[src/rtl/load_store_unit_if.sv]
// Bundle of hart-side and memory-side signals of the load/store unit.
// The LSU connects through the slave modport; whatever drives the hart
// request and models the data memory connects through the master modport.
interface load_store_unit_if;
  // Hart-side request
  logic        i_lsu_valid;
  logic        i_lsu_load;
  logic        i_lsu_store;
  logic [2:0]  i_lsu_funct3;
  logic [31:0] i_lsu_addr;
  logic [31:0] i_lsu_wdata;
  // Hart-side response
  logic        o_lsu_busy;
  logic        o_lsu_done;
  logic [31:0] o_lsu_rdata;
  logic        o_lsu_trap;
  // Memory request
  logic [31:0] o_mem_addr;
  logic        o_mem_ren;
  logic        o_mem_wen;
  logic [31:0] o_mem_wdata;
  logic [3:0]  o_mem_mask;
  // Memory response
  logic        i_mem_ready;
  logic        i_mem_valid;
  logic [31:0] i_mem_rdata;

  modport slave (
    input  i_lsu_valid, i_lsu_load, i_lsu_store, i_lsu_funct3, i_lsu_addr, i_lsu_wdata,
    output o_lsu_busy, o_lsu_done, o_lsu_rdata, o_lsu_trap,
    output o_mem_addr, o_mem_ren, o_mem_wen, o_mem_wdata, o_mem_mask,
    input  i_mem_ready, i_mem_valid, i_mem_rdata
  );

  modport master (
    output i_lsu_valid, i_lsu_load, i_lsu_store, i_lsu_funct3, i_lsu_addr, i_lsu_wdata,
    input  o_lsu_busy, o_lsu_done, o_lsu_rdata, o_lsu_trap,
    input  o_mem_addr, o_mem_ren, o_mem_wen, o_mem_wdata, o_mem_mask,
    output i_mem_ready, i_mem_valid, i_mem_rdata
  );
endinterface

[src/rtl/load_store_unit.sv]
// Multi-cycle load/store unit: captures a hart access, checks alignment and
// legality, drives a ready/valid data memory from registered state, extends
// load data and stalls the hart (busy) until completion or timeout.
module load_store_unit #(
  parameter int unsigned TIMEOUT = 256
) (
  input  logic              i_clk,
  input  logic              i_rst,
  load_store_unit_if.slave  bus
);

  localparam logic [1:0] ST_IDLE = 2'd0;
  localparam logic [1:0] ST_REQ  = 2'd1;
  localparam logic [1:0] ST_WAIT = 2'd2;
  localparam logic [1:0] ST_DONE = 2'd3;

  // The counter is cleared on entry to REQ, so the cycle in which it holds
  // TIMEOUT-2 is the last REQ/WAIT cycle; the next edge brings it to
  // TIMEOUT-1 and aborts the access.
  localparam logic [15:0] CNT_LAST = 16'(TIMEOUT - 2);

  logic [1:0]  state_reg;
  logic [15:0] cnt_reg;
  logic        load_reg;
  logic [2:0]  funct3_reg;
  logic [1:0]  offset_reg;
  logic [31:0] rdata_reg;
  logic        trap_reg;
  logic [31:0] mem_addr_reg;
  logic        mem_ren_reg;
  logic        mem_wen_reg;
  logic [31:0] mem_wdata_reg;
  logic [3:0]  mem_mask_reg;

  logic        req_illegal;
  logic [3:0]  req_mask;
  logic [31:0] req_wdata;
  logic [3:0][1:0] lane_src;
  logic [31:0] load_shift;
  logic [31:0] load_ext;
  logic        cnt_expired;

  assign cnt_expired = (cnt_reg == CNT_LAST);

  // Decode legality and byte-lane mask of the request presented in IDLE.
  always_comb begin
    req_illegal = 1'b0;
    req_mask    = 4'b1111;
    if (bus.i_lsu_load == bus.i_lsu_store) begin
      req_illegal = 1'b1;
    end else if (bus.i_lsu_load &&
                 (bus.i_lsu_funct3 == 3'd3 || bus.i_lsu_funct3 == 3'd6 ||
                  bus.i_lsu_funct3 == 3'd7)) begin
      req_illegal = 1'b1;
    end else if (bus.i_lsu_store && bus.i_lsu_funct3 >= 3'd3) begin
      req_illegal = 1'b1;
    end else if (bus.i_lsu_funct3[1:0] == 2'd1 && bus.i_lsu_addr[0]) begin
      req_illegal = 1'b1;
    end else if (bus.i_lsu_funct3[1:0] == 2'd2 && bus.i_lsu_addr[1:0] != 2'd0) begin
      req_illegal = 1'b1;
    end
    case (bus.i_lsu_funct3[1:0])
      2'd0:    req_mask = 4'b0001 << bus.i_lsu_addr[1:0];
      2'd1:    req_mask = bus.i_lsu_addr[1] ? 4'b1100 : 4'b0011;
      default: req_mask = 4'b1111;
    endcase
  end

  // Each enabled lane takes the source byte (lane - offset); because the
  // access is naturally aligned this is the low byte/half/word shifted up.
  for (genvar gi = 0; gi < 4; gi++) begin : g_lane
    assign lane_src[gi] = 2'(gi) - bus.i_lsu_addr[1:0];
    assign req_wdata[8*gi +: 8] = req_mask[gi] ? bus.i_lsu_wdata[8*lane_src[gi] +: 8] : 8'h00;
  end

  // Right-align the addressed bytes of the returned word and extend them.
  always_comb begin
    load_shift = bus.i_mem_rdata >> {offset_reg, 3'b000};
    case (funct3_reg)
      3'd0:    load_ext = {{24{load_shift[7]}}, load_shift[7:0]};
      3'd1:    load_ext = {{16{load_shift[15]}}, load_shift[15:0]};
      3'd2:    load_ext = load_shift;
      3'd4:    load_ext = {24'h0, load_shift[7:0]};
      3'd5:    load_ext = {16'h0, load_shift[15:0]};
      default: load_ext = 32'h0;
    endcase
  end

  // Access FSM, timeout counter and all registered outputs.
  always_ff @(posedge i_clk) begin
    if (i_rst) begin
      state_reg     <= ST_IDLE;
      cnt_reg       <= 16'h0;
      load_reg      <= 1'b0;
      funct3_reg    <= 3'd0;
      offset_reg    <= 2'd0;
      rdata_reg     <= 32'h0;
      trap_reg      <= 1'b0;
      mem_addr_reg  <= 32'h0;
      mem_ren_reg   <= 1'b0;
      mem_wen_reg   <= 1'b0;
      mem_wdata_reg <= 32'h0;
      mem_mask_reg  <= 4'h0;
    end else begin
      case (state_reg)
        ST_IDLE: begin
          if (bus.i_lsu_valid) begin
            if (req_illegal) begin
              // Trapped accesses never reach the memory.
              state_reg <= ST_DONE;
              trap_reg  <= 1'b1;
              rdata_reg <= 32'h0;
            end else begin
              state_reg     <= ST_REQ;
              cnt_reg       <= 16'h0;
              load_reg      <= bus.i_lsu_load;
              funct3_reg    <= bus.i_lsu_funct3;
              offset_reg    <= bus.i_lsu_addr[1:0];
              mem_addr_reg  <= {bus.i_lsu_addr[31:2], 2'b00};
              mem_mask_reg  <= req_mask;
              mem_wdata_reg <= req_wdata;
              mem_ren_reg   <= bus.i_lsu_load;
              mem_wen_reg   <= bus.i_lsu_store;
            end
          end
        end
        ST_REQ: begin
          cnt_reg <= cnt_reg + 16'd1;
          if (bus.i_mem_ready) begin
            mem_ren_reg <= 1'b0;
            mem_wen_reg <= 1'b0;
            if (!load_reg) begin
              state_reg <= ST_DONE;
            end else if (bus.i_mem_valid) begin
              state_reg <= ST_DONE;
              rdata_reg <= load_ext;
            end else if (cnt_expired) begin
              state_reg <= ST_DONE;
              trap_reg  <= 1'b1;
              rdata_reg <= 32'h0;
            end else begin
              state_reg <= ST_WAIT;
            end
          end else if (cnt_expired) begin
            state_reg   <= ST_DONE;
            trap_reg    <= 1'b1;
            rdata_reg   <= 32'h0;
            mem_ren_reg <= 1'b0;
            mem_wen_reg <= 1'b0;
          end
        end
        ST_WAIT: begin
          cnt_reg <= cnt_reg + 16'd1;
          if (bus.i_mem_valid) begin
            state_reg <= ST_DONE;
            rdata_reg <= load_ext;
          end else if (cnt_expired) begin
            state_reg <= ST_DONE;
            trap_reg  <= 1'b1;
            rdata_reg <= 32'h0;
          end
        end
        default: begin
          // DONE: single-cycle pulse; trap only qualifies that pulse.
          state_reg <= ST_IDLE;
          trap_reg  <= 1'b0;
        end
      endcase
    end
  end

  assign bus.o_lsu_busy  = (state_reg == ST_REQ) || (state_reg == ST_WAIT);
  assign bus.o_lsu_done  = (state_reg == ST_DONE);
  assign bus.o_lsu_rdata = rdata_reg;
  assign bus.o_lsu_trap  = trap_reg;
  assign bus.o_mem_addr  = mem_addr_reg;
  assign bus.o_mem_ren   = mem_ren_reg;
  assign bus.o_mem_wen   = mem_wen_reg;
  assign bus.o_mem_wdata = mem_wdata_reg;
  assign bus.o_mem_mask  = mem_mask_reg;

endmodule

[src/flat_wrapper.sv]
// flat-port wrapper written by rule: the top's interface ports become plain ports
module load_store_unit_flat 
#(
  parameter int unsigned TIMEOUT = 256
)
  (i_clk, i_rst, bus_i_lsu_valid, bus_i_lsu_load, bus_i_lsu_store, bus_i_lsu_funct3, bus_i_lsu_addr, bus_i_lsu_wdata, bus_o_lsu_busy, bus_o_lsu_done, bus_o_lsu_rdata, bus_o_lsu_trap, bus_o_mem_addr, bus_o_mem_ren, bus_o_mem_wen, bus_o_mem_wdata, bus_o_mem_mask, bus_i_mem_ready, bus_i_mem_valid, bus_i_mem_rdata);
  load_store_unit_if bus_i ();
  input  logic i_clk;
  input  logic i_rst;
  input wire logic [$bits(bus_i.i_lsu_valid)-1:0] bus_i_lsu_valid;
  input wire logic [$bits(bus_i.i_lsu_load)-1:0] bus_i_lsu_load;
  input wire logic [$bits(bus_i.i_lsu_store)-1:0] bus_i_lsu_store;
  input wire logic [$bits(bus_i.i_lsu_funct3)-1:0] bus_i_lsu_funct3;
  input wire logic [$bits(bus_i.i_lsu_addr)-1:0] bus_i_lsu_addr;
  input wire logic [$bits(bus_i.i_lsu_wdata)-1:0] bus_i_lsu_wdata;
  output wire logic [$bits(bus_i.o_lsu_busy)-1:0] bus_o_lsu_busy;
  output wire logic [$bits(bus_i.o_lsu_done)-1:0] bus_o_lsu_done;
  output wire logic [$bits(bus_i.o_lsu_rdata)-1:0] bus_o_lsu_rdata;
  output wire logic [$bits(bus_i.o_lsu_trap)-1:0] bus_o_lsu_trap;
  output wire logic [$bits(bus_i.o_mem_addr)-1:0] bus_o_mem_addr;
  output wire logic [$bits(bus_i.o_mem_ren)-1:0] bus_o_mem_ren;
  output wire logic [$bits(bus_i.o_mem_wen)-1:0] bus_o_mem_wen;
  output wire logic [$bits(bus_i.o_mem_wdata)-1:0] bus_o_mem_wdata;
  output wire logic [$bits(bus_i.o_mem_mask)-1:0] bus_o_mem_mask;
  input wire logic [$bits(bus_i.i_mem_ready)-1:0] bus_i_mem_ready;
  input wire logic [$bits(bus_i.i_mem_valid)-1:0] bus_i_mem_valid;
  input wire logic [$bits(bus_i.i_mem_rdata)-1:0] bus_i_mem_rdata;
  assign bus_i.i_lsu_valid = bus_i_lsu_valid;
  assign bus_i.i_lsu_load = bus_i_lsu_load;
  assign bus_i.i_lsu_store = bus_i_lsu_store;
  assign bus_i.i_lsu_funct3 = bus_i_lsu_funct3;
  assign bus_i.i_lsu_addr = bus_i_lsu_addr;
  assign bus_i.i_lsu_wdata = bus_i_lsu_wdata;
  assign bus_o_lsu_busy = bus_i.o_lsu_busy;
  assign bus_o_lsu_done = bus_i.o_lsu_done;
  assign bus_o_lsu_rdata = bus_i.o_lsu_rdata;
  assign bus_o_lsu_trap = bus_i.o_lsu_trap;
  assign bus_o_mem_addr = bus_i.o_mem_addr;
  assign bus_o_mem_ren = bus_i.o_mem_ren;
  assign bus_o_mem_wen = bus_i.o_mem_wen;
  assign bus_o_mem_wdata = bus_i.o_mem_wdata;
  assign bus_o_mem_mask = bus_i.o_mem_mask;
  assign bus_i.i_mem_ready = bus_i_mem_ready;
  assign bus_i.i_mem_valid = bus_i_mem_valid;
  assign bus_i.i_mem_rdata = bus_i_mem_rdata;
  load_store_unit #(.TIMEOUT(TIMEOUT)) u_core (.i_clk(i_clk), .i_rst(i_rst), .bus(bus_i));
endmodule
[config.mk]
export PLATFORM = sky130hd
export DESIGN_NAME = load_store_unit_flat
export DESIGN_NICKNAME = d
export VERILOG_FILES = /design/src/rtl/load_store_unit_if.sv /design/src/rtl/load_store_unit.sv /design/src/flat_wrapper.sv
export SDC_FILE = /design/constraint.sdc
export NUM_CORES = 1
export LEC_CHECK = 0
export ABC_AREA = 0
export CAP_MARGIN = 0
export CELL_PAD_IN_SITES_DETAIL_PLACEMENT = 1
export CELL_PAD_IN_SITES_GLOBAL_PLACEMENT = 2
export CORE_MARGIN = 8
export CORE_UTILIZATION = 25
export DETAILED_ROUTE_END_ITERATION = 8
export PLACE_DENSITY = 0.84
export SLEW_MARGIN = 10
export SYNTH_ARGS = -nofsm -noshare
export SYNTH_HDL_FRONTEND = slang
export SYNTH_SLANG_ARGS = --single-unit
[constraint.sdc]
create_clock -name i_clk -period 4.5 [get_ports i_clk]
set_clock_uncertainty 0.2 [all_clocks]
set_input_delay 1.125 -clock i_clk [delete_from_list [all_inputs] [get_ports i_clk]]
set_output_delay 1.125 -clock i_clk [all_outputs]
set_load 0.02 [all_outputs]
## Yosys cells after proc, flatten, opt, wreduce, memory -nomap -nowiden

Index checks and enable logic that the tools add are counted.

| word-level totals | value |
|---|---|
| input bits | 106 |
| bits in registers | 125 |

| cells by class | value |
|---|---|
| order comparisons | 1 |
| reduce and logical (&&, ||, !) cells | 20 |
| shift-type cells | 6 |
| add/sub/neg operators | 5 |
| eq/ne operators | 19 |
| bitwise gates (word level) | 1 |
| mux-type cells | 46 |

Operators by type and width:

| cell | count |
|---|---|
| 32-bit two-way mux | 6 |
| 32-bit case mux with 5 select lines | 1 |
| 32-bit by 6-bit variable part select with 8-bit output | 4 |
| 32-bit case mux with 3 select lines | 1 |
| 16-bit two-way mux | 2 |
| 8-bit two-way mux | 4 |
| 16-bit case mux with 2 select lines | 1 |
| 32-bit by 5-bit >> shifter with 32-bit output | 1 |
| 1-bit two-way mux | 18 |
| 16-bit by 1-bit adder with 16-bit output (second input constant) | 1 |
| 16-bit by 8-bit == test with 1-bit output (second input constant) | 1 |
| 2-bit two-way mux | 7 |
| 3-bit == test (second input constant) | 4 |
| 3-bit AND reduction | 3 |
| 4-bit case mux with 2 select lines | 1 |
| 4-bit AND reduction | 2 |
| 2-bit == test (second input constant) | 3 |
| 3-bit by 2-bit == test with 1-bit output (second input constant) | 2 |
| 3-bit by 2-bit inequality test with 1-bit output (second input constant) | 2 |
| 2-bit case mux with 3 select lines | 1 |
| 2-bit nonzero test | 3 |
| 2-bit by 1-bit == test with 1-bit output (second input constant) | 2 |
| 1-bit logical AND | 4 |
| 2-bit zero test | 2 |
| 16 further kinds | 22 |

## Logic depth before layout (Yosys ltp)

Gate-level depths: netlist of the first run.

| depth | value |
|---|---|
| depth in word-level cells | 10 |
| mapped depth | 11 |
| mapped depth without buffers | 7 |

## Worst setup path before layout of the first run

No wires, ideal clock.

| timing path | value |
|---|---|
| path type | in2reg |
| start point | input port bus_i_lsu_addr[0] |
| end point | register u_core.rdata_reg[24] (netlist: u_core.bus.o_lsu_rdata[24]) |
| path slack | 0.786 ns |
| data arrival time | 3.446 ns |
| buffers on the path | 4 |
| data required time | 4.232 ns |
| stages | 11 |
| path through | buf_2 > buf_2 > buf_2 > inv_1 > ha_1 > nor3b_2 > o22ai_4 > a21oi_4 > or4_4 > buf_6 > o2bb2ai_2 |

| on the way | value |
|---|---|
| longest elaborated chain between the ends | 9 |

Ends and longest elaborated chain:

| what | RTL line | RTL |
|---|---|---|
| start: declaration | flat_wrapper.sv:14 | `input wire logic [$bits(bus_i.i_lsu_addr)-1:0] bus_i_lsu_addr;` |
| 2-bit nonzero test | load_store_unit.sv:59 | `end else if (bus.i_lsu_funct3[1:0] == 2'd2 && bus.i_lsu_addr[1:0] != 2'd0) begin` |
| 1-bit logical AND | load_store_unit.sv:59 |  |
| 1-bit two-way mux | load_store_unit.sv:59 |  |
| 1-bit two-way mux (*) | load_store_unit.sv:57 | `end else if (bus.i_lsu_funct3[1:0] == 2'd1 && bus.i_lsu_addr[0]) begin` |
| 1-bit two-way mux (*) | load_store_unit.sv:55 | `end else if (bus.i_lsu_store && bus.i_lsu_funct3 >= 3'd3) begin` |
| 1-bit two-way mux (*) | load_store_unit.sv:51 | `end else if (bus.i_lsu_load &&` |
| 1-bit two-way mux (*) | load_store_unit.sv:49 | `if (bus.i_lsu_load == bus.i_lsu_store) begin` |
| 2-bit by 1-bit inequality test with 1-bit output (no source line) (*) | -- |  |
| 4-bit AND reduction (no source line) (*) | -- |  |
| end signal: assignment | load_store_unit.sv:136 | `rdata_reg <= load_ext;` |
| end signal: assignment | load_store_unit.sv:156 | `rdata_reg <= load_ext;` |
| end: declaration | load_store_unit.sv:27 | `logic [31:0] rdata_reg;` |

Mark *: on every way between the ends. The rest lies on a longest branch, timed or not.
A chain may end at the register's enable or synchronous reset.

## Worst setup path after layout of the first run

| timing path | value |
|---|---|
| start point | register u_core.state_reg[1] |
| end point | output port bus_o_lsu_busy |

| on the way | value |
|---|---|
| longest elaborated chain between the ends | 2 |

Ends and longest elaborated chain:

| what | RTL line | RTL |
|---|---|---|
| start: declaration | load_store_unit.sv:22 | `logic [1:0] state_reg;` |
| start signal: assignment | load_store_unit.sv:92 | `state_reg <= ST_IDLE;` |
| start signal: assignment | load_store_unit.sv:110 | `state_reg <= ST_DONE;` |
| start signal: assignment | load_store_unit.sv:114 | `state_reg <= ST_REQ;` |
| 2-bit by 1-bit == test with 1-bit output or 2-bit == test (tied branches) | load_store_unit.sv:172 | `assign bus.o_lsu_busy = (state_reg == ST_REQ) \|\| (state_reg == ST_WAIT);` |
| 1-bit logical OR (*) | load_store_unit.sv:172 |  |
| end: declaration | flat_wrapper.sv:16 | `output wire logic [$bits(bus_i.o_lsu_busy)-1:0] bus_o_lsu_busy;` |

Marks and branches as above.

==> results of run 1 <==
## through the flow
stage                     area, µm²  hold slack, ns
after floorplan                6320           0.232
after global placement         8620           0.234
after detailed placement       8620           0.243
after CTS                      9210           0.256
after global routing           9210           0.268
final                          9210           0.251
## worst reg2reg max path, delay by kind of cell, from the launching register on
family                   cells  cell delay [ns]
AO/OA/AOI/OAI                1             0.18
flip-flops                   1             0.47
buffers and inverters        2             0.34
adder cells (fa/ha/maj)      1             0.54
AND/OR/NAND/NOR              3             1.18
## cell type report
class / instances / share of cell area, %
clock buffers: 21 / 5.11
clock inverters: 10 / 1.24
inverters: 17 / 0.693
multi-input cells: 551 / 38.0
flip-flops and latches: 125 / 27.2
well taps: 330 / 4.48
repair buffers: 218 / 23.3
## per-layer routing
| layer | wire [µm] | track usage [%] |
|---|---|---|
| met2 | 11000 | 24.8 |
| met5 | 12 | 0 |
| met4 | 365 | 4.34 |
| met3 | 1830 | 5.61 |
| met1 | 10700 | 18.5 |
## cells in the mapped netlist, types with 2 or more instances
master / number / area (µm²)
nor2b_1: 13 / 81.3
a32o_1: 7 / 70.1
and2_1: 3 / 18.8
dfxtp_1: 125 / 2500
nor3_2: 2 / 20.0
nor3_1: 4 / 20.0
a2111oi_2: 2 / 30.0
o2bb2ai_2: 8 / 120
or3_1: 3 / 18.8
mux2i_1: 35 / 350
clkbuf_1: 27 / 101
nand4_1: 3 / 18.8
a41oi_1: 2 / 17.5
o31ai_1: 7 / 52.6
o21ai_0: 45 / 225
a211o_1: 10 / 87.6
o22ai_1: 3 / 18.8
o2bb2ai_1: 3 / 26.3
inv_1: 16 / 60.1
mux2_2: 16 / 180
nand2b_1: 4 / 25.0
buf_2: 14 / 70.1
a21o_1: 3 / 22.5
buf_6: 5 / 56.3
buf_4: 4 / 30.0
xnor2_1: 6 / 52.6
a211oi_1: 4 / 30.0
nand2_1: 122 / 458
o221ai_1: 2 / 17.5
nor2_1: 52 / 195
nand3b_1: 3 / 22.5
a311oi_1: 2 / 17.5
ha_1: 11 / 138
nand3_1: 11 / 55.1
a22o_1: 33 / 289
and4_1: 3 / 26.3
nor3b_2: 2 / 25.0
a21o_2: 2 / 17.5
a21oi_1: 99 / 495
## cell families after synthesis
kind of cell / count (synthesis) / synth area share, %
DFF: 125 / 39.6
AOI/OAI and AO/OA: 246 / 26.6
muxes: 51 / 8.40
and+or+nand+nor: 235 / 17.2
xor gates and xnor gates: 6 / 0.832
buffers and inverters: 68 / 5.15
adders and majority gates: 11 / 2.18
other: 1 / 0.0593
## path summary, 6_finish.rpt
path	cells past startpoint	to	startpoint	slack, ns
setup / recovery	3	bus_o_lsu_busy	u_core.state_reg[1]	0.96
hold / removal	2	u_core.bus.o_mem_wdata[0]	u_core.bus.o_mem_wdata[0]	0.25
setup reg to reg	7	u_core.bus.o_lsu_rdata[31]	u_core.state_reg[1]	1.53
hold reg to reg	2	u_core.bus.o_mem_wdata[0]	u_core.bus.o_mem_wdata[0]	0.25
## power breakdown
part,internal [W],switching (W)
logic,0.000408,0.000632
clock network,0.000855,0.000513
registers,0.00117,0.0000566
==> impl_metrics.toml, run 1 <==
[outcome]
status = "finished, final reports clean"

[power]
total_power_w = 0.00363
ir_drop_mv = 0.167
p_leak_nw = 3.22
power_density_mw_per_mm2 = 395

[detailed_routing]
wl_per_cell_um = 18.8
vias = 6190
drt-vias-per-instance = 4.87
drc = 0
dr.pass1.iters = 4
drt_iter0_drc = 299
drt_wl_total_um = 23900
postRouteAntennaNets = 0

[final_layout]
layout.cells.most_common = "clkdlybuf4s50_1"
drive_gt1_share_pct = 9.02
layout-area-overhead-vs-synth_pct = 45.7
fin_util_pct = 36.8
layout.cells.non_filler = 1272
regArea_mm2 = 0.00250
multi_input_area_mm2 = 0.00350
nNetsFinal = 1047
antenna_cells = 0
fillCellCount = 2957
final_cell_mix = "206 x clkdlybuf4s50_1, 125 x dfxtp_1, 122 x nand2_1"

[timing]
setup_ws_ns = 0.957
final_max_slew_viol_count = 0
relSlewSlack_pct = 25.5
finalSetupViolations = 0
hold_viol_final = 0
tns_ns = 0
fmax_mhz = 282
layout_min_cycle_time_ns = 3.54
min_period_over_period_pct = 78.7
rsz0062_at_grt = "false"
worst_pin_slew_ns = 1.12

[clocking]
cts_tree = "done"
cts_buffers = 17
htreeDepth = 4
cts_resized = 0
cts_buffer_depth = 2
clock_latency_ns = 0.41
clockRootBuffer = "clkbuf_16"
cts_sinks = 125
postCtsSetupBuffers = 0
clkSlewWorstSetupHoldPaths_ns = 0.06
ctsHoldBuffers = 0

[placement]
routabilityCongestion = 0.797
place_ws_ns = 0.641
dp_hpwl_um = 18000
port_buffers = 208
placed_cells = 1241

[setup_path]
cp_slowest_stage_delay_ns = 0.70
critPathMaxFanout = 10
crit_chain = "inv_1 -> ha_1 -> clkdlybuf4s50_1"
end_kind = "primary output"
critPathArrivalTime_ns = 2.22
critPathLaunchType = "flop"
worst-setup-path-type = "reg2out"
crit_buf_inv = 2
cp_data_required_time_ns = 3.17
critPathTopFamily = "buffers and inverters"
slowest_stage = "clkdlybuf4s50_1"

[die]
die_area_mm2 = 0.0306
start_util_pct = 25.2
io_pins = 211
die_w_um = 175
core_area_mm2 = 0.0250
rows = 58
fp.dieH_um = 175

[synth]
syn_inst = 743
ys_seq_area_share_pct = 39.6
avgSynthCellArea_um2 = 8.50
yosysWarnings = 0
ys_async_sr_fraction_pct = 0
synth_cell_types = 66
synth_edf_count = 0
synth_top_flop_cell = "dfxtp_1"
syn_area_mm2 = 0.00632
yosys_register_bits = 125

[global_routing]
overflow = 0
first_global_vias = 6345
grt_max_degree = 46
grt_usage_pct = 15.2
antenna_found_initial = 1
grt_pass1_wl_um = 36800

[flow_run]
cap_violations = 0

[min_path]
hold_class = "reg2reg"
Power figures use the tool's default switching activity.
==> run 2, diff against run 1 <==
- CORE_UTILIZATION: 25 -> 24
- PLACE_DENSITY: 0.84 -> 0.85
- clock period: 4.5 -> 3.2 ns (I/O delays scaled with it)
==> run 2 against run 1 <==
  * Non-clock buffer count rose by 18
  * Final area increased by 2.5%
  * Clock power grew 42%
  * Largest power group unchanged
  * Critical endpoint unchanged
  * Global-route usage fell by 0.28 points
  * Die area up 3.8%
==> impl_metrics.toml, run 2 (same netlist as run 1, synthesis figures left out) <==
[detailed_routing]
postRouteAntennaNets = 0
drt-vias-per-instance = 4.84
vias = 6283
drc = 0
dr.pass1.iters = 4
drt_wl_total_um = 24400
drt_iter0_drc = 338
wl_per_cell_um = 18.8

[setup_path]
crit_buf_inv = 2
critPathLaunchType = "flop"
cp_data_required_time_ns = 2.20
crit_chain = "inv_1 -> ha_1 -> clkdlybuf4s50_1"
cp_slowest_stage_delay_ns = 0.63
reg2reg_to = "u_core.bus.o_lsu_rdata[30]"
critPathTopFamily = "buffers and inverters"
critPathArrivalTime_ns = 1.98
rrSetupSlack_ns = 0.60
worst-setup-path-type = "reg2out"
r2r_cells = 7
end_kind = "primary output"
critPathMaxFanout = 7
crit_cells = 3
reg2reg_from = "u_core.state_reg[1]"
slowest_stage = "clkdlybuf4s50_1"

[global_routing]
overflow = 0
first_global_vias = 6623
grt_max_degree = 57
antenna_found_initial = 2
grt_usage_pct = 14.9
grt_pass1_wl_um = 37100

[final_layout]
nNetsFinal = 1065
fillCellCount = 3078
layout-area-overhead-vs-synth_pct = 49.3
final_cell_mix = "206 x clkdlybuf4s50_1, 125 x dfxtp_1, 122 x nand2_1"
layout.cells.most_common = "clkdlybuf4s50_1"
drive_gt1_share_pct = 11.0
fin_util_pct = 36.3
final_area_mm2 = 0.00944

[timing]
relSlewSlack_pct = 56.3
layout_min_cycle_time_ns = 2.98
tns_ns = 0
rsz0062_at_grt = "false"
hold_viol_final = 0
timing.hold.ws_ns = 0.252
final_max_slew_viol_count = 0
finalSetupViolations = 0
worst_pin_slew_ns = 0.655
min_period_over_period_pct = 93.1
fmax_mhz = 336

[die]
fp.dieH_um = 178
die_area_mm2 = 0.0318
core_area_mm2 = 0.0260
io_pins = 211
start_util_pct = 24.3
die_w_um = 178
rows = 59

[min_path]
hold_start = "u_core.bus.o_mem_addr[30]"
hold_class = "reg2reg"
hold-path-endpoint = "u_core.bus.o_mem_addr[30]"
min_path_cells = 2

[placement]
dp_hpwl_um = 18700
routabilityCongestion = 0.767
port_buffers = 208
postPlaceCellArea_mm2 = 0.00884

[clocking]
clock_latency_ns = 0.41
clockRootBuffer = "clkbuf_16"
cts_resized = 0
cts_buffer_depth = 2
postCtsSetupBuffers = 0
clkSlewWorstSetupHoldPaths_ns = 0.06
cts_tree = "done"
htreeDepth = 4
ctsHoldBuffers = 0
cts_sinks = 125
cts_buffers = 17

[power]
p_leak_nw = 3.34
power_density_mw_per_mm2 = 560
ir_drop_mv = 0.312
total_power_w = 0.00528

[outcome]
status = "finished, final reports clean"

[flow_run]
cap_violations = 0
[run 2: cell types whose count changed in the layout (fill, tap and decap cells not counted)]
| cell | change |
|---|---|
| buf_4 | +12 |
| buf_12 | +6 |
| clkinv_4 | +2 |
| clkbuf_1 | -1 |
| clkbuf_8 | -1 |
| clkinv_1 | -1 |
| clkinv_2 | +1 |
| diode_2 | +1 |
| inv_6 | +1 |
[run 2: per-layer routing]
layer | vias to the layer above | routed length [µm] | track usage, % | share of wire, %
met1 | 2982 | 10700 | 18.1 | 44
met5 | - | 27 | 0 | 0.11
met2 | 186 | 10800 | 23.6 | 44
li1 | 3074 | - | - | -
met3 | 37 | 2120 | 5.93 | 8.7
met4 | 4 | 727 | 5.65 | 3.0
[run 2: power by group]
| part | switching [W] | leakage [nW] | internal [W] |
|---|---|---|---|
| Clock | 0.000750 | 0.282 | 0.00119 |
| Combinational | 0.000924 | 2.05 | 0.000698 |
| Sequential | 0.0000773 | 1.01 | 0.00164 |
[run 2: worst max path at each step]
stage	slack [ns]	to	start
global placement	0.03	u_core.bus.o_lsu_rdata[29]	bus_i_lsu_addr[1]
detailed placement	0.02	u_core.bus.o_lsu_rdata[30]	bus_i_lsu_addr[1]
CTS	0.19	bus_o_lsu_busy	u_core.state_reg[1]
global route	0.11	bus_o_lsu_busy	u_core.state_reg[1]
finish	0.22	bus_o_lsu_busy	u_core.state_reg[1]
floorplan	0.03	u_core.bus.o_lsu_rdata[24]	bus_i_lsu_addr[0]
[run 2: layout make-up]
cell class | count | area (µm²) | share of cell area [%]
multi-input combinational | 551 | 3500 | 37.1
sequential | 125 | 2500 | 26.5
antenna | 1 | 2.50 | 0.0265
timing repair buffer | 236 | 2360 | 25.0
inverter | 17 | 65.1 | 0.689
clock inverter | 13 | 140 | 1.49
clock buffer | 19 | 453 | 4.80
tap | 335 | 419 | 4.44
[run 2: worst min-delay path, cell delays in order (launching register included)]
cell     delay, ns
dfxtp_1       0.31
nand2_1       0.05
a21oi_1       0.05
[run 2: through the flow]
step                std cells  setup slack (ns)
floorplan                 744            0.0314
global placement         1264            0.0300
detailed placement       1264            0.0171
CTS                      1296             0.187
global route             1296             0.114
finish                   1297             0.222
